`config.mk`:
```
export PLATFORM = sky130hd
export DESIGN_NAME = skin_pipe_ctrl
export DESIGN_NICKNAME = d
export VERILOG_FILES = /design/src/rtl/skin_pipe_ctrl.sv
export SDC_FILE = /design/constraint.sdc
export NUM_CORES = 1
export LEC_CHECK = 0
export BUFFER_PORTS_ARGS = -buffer_cell sky130_fd_sc_hd__clkbuf_2
export CAP_MARGIN = 20
export CORE_MARGIN = 8
export CORE_UTILIZATION = 40
export CTS_CLUSTER_SIZE = 14
export DETAILED_ROUTE_END_ITERATION = 10
export MAX_ROUTING_LAYER = met4
export PLACE_DENSITY = 0.64
export RECOVER_POWER = 50
export REMOVE_ABC_BUFFERS = 1
export SYNTH_ARGS = -nofsm -noshare
export SYNTH_HDL_FRONTEND = slang
export SYNTH_SLANG_ARGS = --single-unit
```
`constraint.sdc`:
```
create_clock -name clk -period 2.8 [get_ports clk]
set_input_delay 0.14 -clock clk [delete_from_list [all_inputs] [get_ports clk]]
set_output_delay 0.14 -clock clk [all_outputs]
set_load 0.005 [all_outputs]
```
`src/rtl/skin_pipe_ctrl.sv`:
```
// Skin-tone pipeline controller: credit-based flow control around a fixed-latency
// Cb/Cr transform datapath, with a first-word fall-through result FIFO and frame FSM.
module skin_pipe_ctrl #(
  parameter int unsigned LATENCY = 6,
  parameter int unsigned DEPTH   = 8
) (
  input  logic        clk,
  input  logic        rst,
  input  logic        s_valid,
  output logic        s_ready,
  input  logic [7:0]  s_y,
  input  logic [7:0]  s_cb,
  input  logic [7:0]  s_cr,
  input  logic        s_last,
  output logic [7:0]  dp_y,
  output logic [7:0]  dp_cb,
  output logic [7:0]  dp_cr,
  input  logic [7:0]  dp_cb_res,
  input  logic [7:0]  dp_cr_res,
  output logic        m_valid,
  input  logic        m_ready,
  output logic [7:0]  m_cb,
  output logic [7:0]  m_cr,
  output logic        m_last,
  output logic        busy,
  output logic        frame_done,
  output logic [15:0] pix_count
);

  localparam int unsigned CW = $clog2(DEPTH + 1);
  localparam int unsigned PW = (DEPTH > 1) ? $clog2(DEPTH) : 1;
  localparam logic [CW:0]   DEPTH_W = (CW + 1)'(DEPTH);
  localparam logic [PW-1:0] PTR_MAX = PW'(DEPTH - 1);

  localparam logic [1:0] IDLE  = 2'd0;
  localparam logic [1:0] RUN   = 2'd1;
  localparam logic [1:0] DRAIN = 2'd2;

  logic [1:0]         state, state_nxt;
  logic               rst_q;
  logic [LATENCY-1:0] tag_vld, tag_lst;
  logic [CW-1:0]      inflight, occupancy;
  logic [CW:0]        credit_used;
  logic [PW-1:0]      wr_ptr, rd_ptr;
  logic [16:0]        mem [DEPTH];
  logic [16:0]        head;
  logic               accept, push, pop;

  // Credits cover both in-flight tags and stored results, so the FIFO can never overflow.
  assign credit_used = {1'b0, inflight} + {1'b0, occupancy};
  assign s_ready     = !rst && !rst_q && (state != DRAIN) && (credit_used < DEPTH_W);
  assign accept      = s_valid && s_ready;
  assign push        = tag_vld[LATENCY-1];

  assign dp_y  = accept ? s_y  : 8'h00;
  assign dp_cb = accept ? s_cb : 8'h00;
  assign dp_cr = accept ? s_cr : 8'h00;

  assign head       = mem[rd_ptr];
  assign m_valid    = !rst && (occupancy != '0);
  assign pop        = m_valid && m_ready;
  assign m_cb       = m_valid ? head[16:9] : 8'h00;
  assign m_cr       = m_valid ? head[8:1]  : 8'h00;
  assign m_last     = m_valid ? head[0]    : 1'b0;
  assign busy       = !rst && (state != IDLE);
  assign frame_done = (state == DRAIN) && pop && m_last;

  always_ff @(posedge clk) begin
    rst_q <= rst;
  end

  // Valid/last tag travels alongside the free-running datapath.
  always_ff @(posedge clk) begin
    if (rst) begin
      tag_vld <= '0;
      tag_lst <= '0;
    end else begin
      tag_vld[0] <= accept;
      tag_lst[0] <= accept && s_last;
      for (int i = 1; i < LATENCY; i++) begin
        tag_vld[i] <= tag_vld[i-1];
        tag_lst[i] <= tag_lst[i-1];
      end
    end
  end

  always_ff @(posedge clk) begin
    if (rst) begin
      inflight  <= '0;
      occupancy <= '0;
      wr_ptr    <= '0;
      rd_ptr    <= '0;
    end else begin
      inflight  <= inflight + CW'(accept) - CW'(push);
      occupancy <= occupancy + CW'(push) - CW'(pop);
      if (push) wr_ptr <= (wr_ptr == PTR_MAX) ? '0 : wr_ptr + PW'(1);
      if (pop)  rd_ptr <= (rd_ptr == PTR_MAX) ? '0 : rd_ptr + PW'(1);
    end
  end

  always_ff @(posedge clk) begin
    if (!rst && push) mem[wr_ptr] <= {dp_cb_res, dp_cr_res, tag_lst[LATENCY-1]};
  end

  always_ff @(posedge clk) begin
    if (rst) begin
      pix_count <= 16'h0000;
    end else if (accept) begin
      if (state == IDLE) pix_count <= 16'd1;
      else if ((state == RUN) && (pix_count != 16'hFFFF)) pix_count <= pix_count + 16'd1;
    end
  end

  always_ff @(posedge clk) begin
    if (rst) state <= IDLE;
    else     state <= state_nxt;
  end

  always_comb begin
    state_nxt = state;
    case (state)
      IDLE:    if (accept) state_nxt = s_last ? DRAIN : RUN;
      RUN:     if (accept && s_last) state_nxt = DRAIN;
      DRAIN:   if (pop && m_last) state_nxt = IDLE;
      default: state_nxt = IDLE;
    endcase
  end

endmodule

```
== Yosys cells after proc, flatten, opt, wreduce, memory -nomap -nowiden ==
Memories as Yosys holds them, arrays and structs flattened. A register that Yosys moved wholly into a read port is not among the register bits.
Cells that the tools add are included.
Storage, ports and cells
  register bits after elaboration: 45
  memory bits (writable): 136
  input port bits: 45
  output and inout port bits: 61
  logic and storage cells: 68
  memories: 1
Memory list
  mem: depth 8, bits a word 17, read ports 1, clocked after Yosys merged registers in 1, wr ports 1, RTL line 45  | logic [16:0] mem [DEPTH];
Operators by class
  $add $sub $neg: 8
  magnitude comparators: 1
  equality and inequality tests: 9
  muxes and demuxes: 19
  reductions and logical operators: 21
Operators by type and width (count)
  8-bit two-way mux: 5
  16-bit two-way mux: 2
  16-bit by 1-bit adder with 16-bit output (second input constant): 1
  16-bit != test (second input constant): 1
  1-bit logical AND: 13
  3-bit two-way mux: 4
  4-bit by 1-bit adder with 4-bit output: 2
  2-bit two-way mux: 4
  4-bit by 1-bit subtractor with 4-bit output: 2
  3-bit by 1-bit adder with 3-bit output (second input constant): 2
  3-bit == test (second input constant): 2
  2-bit != test (second input constant): 3
  2-bit case mux with 3 select lines: 1
  4-bit by 4-bit adder with 5-bit output: 1
  5-bit by 4-bit < comparator with 1-bit output (second input constant): 1
  2-bit nonzero test: 2
  4-bit nonzero test: 1
  1-bit two-way mux: 3
  3-bit AND reduction: 1
  2-bit by 1-bit == test with 1-bit output (second input constant): 1
  2-bit == test (second input constant): 1
  1-bit zero test: 2
  2-bit zero test: 1
  2-bit by 1-bit != test with 1-bit output (second input constant): 1
  2-bit AND reduction: 1

== Longest topological paths before layout ==
  depth in word-level cells: 8
  depth in mapped cells: 14
  depth with buffers taken out: 13

== Worst setup path after synthesis ==
No wires, ideal clock.
  path kind: input -> register
  start point: input port rst
  end point: memory mem[0][0], enable pin
  setup time: 0.435 ns
  arrival: 2.255 ns
  path slack: 0.110 ns
  stages on the path: 3
  cell sequence: clkbuf_1 -> clkbuf_1 -> nor4_1
On the way
  cells in the longest elaborated chain, start to end: 4
RTL lines
  start: declaration: RTL line 8  | input logic rst,
  1-bit zero test: RTL line 102  | if (!rst && push) mem[wr_ptr] <= {dp_cb_res, dp_cr_res, tag_lst[LATENCY-1]};
  1-bit logical AND: RTL line 102
  1-bit two-way mux: RTL line 102
  1-bit two-way mux (not written as such): RTL line 102
  end: declaration: RTL line 45
Every way passes these cells.

== Worst setup path after layout ==
  start point: register occupancy[1]
  end point: register inflight[2]
On the way
  cells in the longest elaborated chain, start to end: 6
RTL lines
  start: declaration: RTL line 42  | logic [CW-1:0] inflight, occupancy;
  start signal: assignment: RTL line 95  | occupancy <= occupancy + CW'(push) - CW'(pop);
  4-bit by 4-bit adder with 5-bit output: RTL line 50  | assign credit_used = {1'b0, inflight} + {1'b0, occupancy};
  5-bit by 4-bit < comparator with 1-bit output: RTL line 51  | assign s_ready = !rst && !rst_q && (state != DRAIN) && (credit_used < DEPTH_W);
  1-bit logical AND: RTL line 51
  1-bit logical AND: RTL line 52  | assign accept = s_valid && s_ready;
  4-bit by 1-bit adder with 4-bit output: RTL line 94  | inflight <= inflight + CW'(accept) - CW'(push);
  4-bit by 1-bit subtractor with 4-bit output: RTL line 94
  end signal: assignment: RTL line 94
  end: declaration: RTL line 42
Every way passes these cells.
A chain may end at the register's enable or synchronous reset.

==> qor.txt <==
status: finished, final reports clean
Die ar.: 23,800 um^2
core area: 18,700 um^2
number of diodes: 0
worst skew pair latency: 0.43 ns
number of global-route vias before repair: 5,171
Slew @ Worst Pin: 0.945 ns
synth cell count leaders: 136 x edfxtp_1, 48 x dfxtp_1, 44 x nor2_1
GRT Total Usage: 14.9%
routability cong.: 0.816
first-pass GRT wire length: 27.0 mm
GRT overflow: 0
Hold Fails Final Rpt: 0
Post-Syn Area: 7640 um^2
most used routing layer: met2
count leader, synth: edfxtp_1
residual DRC count: 0
Slew headroom: 37.0%
met3 GRT Util: 3.71%
Setup CP Type: flip-flop to flip-flop
final worst-path cycle share: 90.0%
final worst setup slack: 0.281 ns
chip width: 154 um
initial core utilization: 40.9%
top_reg_cell synth: edfxtp_1
Detail Placement HPWL: 11.2 mm
P&R area growth vs syn: 21.0%
worst min-delay path class: input pin to flip-flop
antenna violations before repair: 0
FF+latch count, synth: 184
via count: 4,787
Storage cell area: 5050 um^2
ANT nets after route: 0
CTS tree: built
Synth area leader: edfxtp_1
Seq/Total Area, Yosys: 66.0%
H-Tree Depth: 4
CTS Root Cell: clkbuf_16
total negative slack: 0 ns
# IOs: 106
final WL: 16.8 mm
row cnt: 50
Lkg Pwr: 3.22 nW
Reg clk slew, reported paths: 0.07 ns
Via density: 5.31
Critical Path Start Type: flip-flop
post-synth top area share: 53.4%
FMAX: 0.397 GHz
Post-CTS Setup Bufs: 0
# nets final: 719
minimum clock period: 2.52 ns
Crit. End Element: flip-flop
Async SR Flop Fraction: 0%
Distinct cells, synth: 47
Req. time, crit path: 3.08 ns
CP Max Fanout: 5
Port Buffers: 105
DRT Pass-1 Iters: 4
CTS buffer count: 17
skew final: 0.00507 ns
met1 GRT Util: 17.4%
worst hold slack: 0.0942 ns
DR iter-0 viols: 285
Avg WL per Cell: 18.6 um
Max clock buf depth: 2
dominant cells by area after synthesis: edfxtp_1 53%, dfxtp_1 13%, mux4_2 10%, ha_1 2.8%, mux2i_1 2.5%
Yosys warnings: 0
Die Ht: 154 um
Multi-input gate area: 2440 um^2
VDD IR-drop max: 0.477 mV
Cell Pwr Density: 692 nW/um^2
pin count of the biggest net entering global routing: 38
Post-Syn Instances: 516
worst slack at placement: 0.316 ns
Post-synth EDFFs: 136
layout filler cell count: 1,623
critical path arrival: 2.80 ns
syn avg cell area: 14.8 um^2
Setup Viol. Count Final: 0
CTS sink count: 184
grt met2 use: 25.4%
max_cap viols: 0
RSZ-0062 raised after global routing: no
Slew Viols, Final: 0
share of cells above drive strength 1: 24.9%
==> critical path: stages (launching register included) <==
cell     delay [ns]
dfxtp_1        0.45
ha_1           0.28
nand4_1        0.09
nand2_1        0.12
nor3_2         0.25
inv_2          0.06
ha_1           0.26
inv_1          0.06
ha_1           0.15
inv_1          0.05
fa_1           0.37
xor2_1         0.17
nor2_1         0.07
==> per-stage QoR <==
| stage | instance area (um^2) | utilization (%) | total power, mW | std cells |
|---|---|---|---|---|
| 6_report | 9250 | 49.4 | 6.40 | 902 |
| 5_1_grt | 9250 | 49.4 | 6.68 | 902 |
| 4_1_cts | 9300 | 49.7 | 6.48 | 902 |
| 3_5_place_dp | 8560 | 45.8 | 4.12 | 854 |
| 3_3_place_gp | 8560 | 45.8 | 4.09 | 854 |
| 2_1_floorplan | 7550 | - | 3.73 | 492 |
==> registers in the layout, summed over array words and instances (netlist names), named ones only <==
signal and cells:
inflight 4, mem 136, occupancy 4, pix_count 16
rd_ptr 3, rst_q 1, state 2, tag_lst 6
tag_vld 6, wr_ptr 3
==> worst paths after layout <==
kind	startpoint	to	slack [ns]	cells after the start
max	occupancy[1]	inflight[2]	0.28	12
min	dp_cb_res[1]	mem[1][10]	0.09	1
max reg2reg	occupancy[1]	inflight[2]	0.28	12
min reg2reg	tag_vld[2]	tag_vld[3]	0.44	1
==> repair_timing <==
item	CTS	global route
gates resized for setup	0	0
hold buffers	16	0
hold endpoints to repair	122	0
==> cell families after synthesis <==
| kind of cell | after synthesis | share of synthesized area, % |
|---|---|---|
| DFF | 184 | 66.0 |
| and+or+nand+nor | 169 | 11.7 |
| muxes | 53 | 12.5 |
| buffers and inverters | 44 | 2.27 |
| AOI/OAI and AO/OA | 42 | 3.63 |
| adders and majority gates | 19 | 3.31 |
| xor gates and xnor gates | 5 | 0.573 |
==> layout make-up <==
class / count / share of cell area (%)
flip-flops and latches: 184 / 54.6
multi-input cells: 288 / 26.4
repair buffers: 144 / 8.86
clock buffers: 18 / 4.64
well taps: 234 / 3.17
clock inverters: 14 / 1.60
inverters: 20 / 0.812
==> where the power goes <==
group          switching, mW  internal, mW  total (mW)
logic                  0.507         0.516        1.02
registers             0.0570          2.97        3.03
clock network           1.08          1.27        2.35
==> layout by cell type, fill, tap and decap left out, types with 3 or more instances in the layout <==
cell type	n
a21o_1	3
a21oi_1	12
a31oi_1	9
and2_1	27
and3_1	4
buf_4	19
clkbuf_1	35
clkbuf_16	17
clkbuf_2	73
dfxtp_1	47
dlygate4sd3_1	16
edfxtp_1	136
ha_1	17
inv_1	18
inv_6	4
inv_8	5
mux2i_1	19
mux4_2	34
nand2_1	22
nand2b_1	5
nand3_1	17
nand3b_1	4
nand4_1	6
nor2_1	44
nor2b_1	12
nor3_1	9
o211ai_1	4
or4_1	6
xor2_1	3
==> layer usage <==
| layer | vias to the layer above | wire (um) |
|---|---|---|
| li1 | 2239 | - |
| met1 | 2357 | 7150 |
| met2 | 175 | 8490 |
| met3 | 16 | 947 |
| met4 | 0 | 181 |
| met5 | - | 0 |
(Power assumes the default switching activity.)
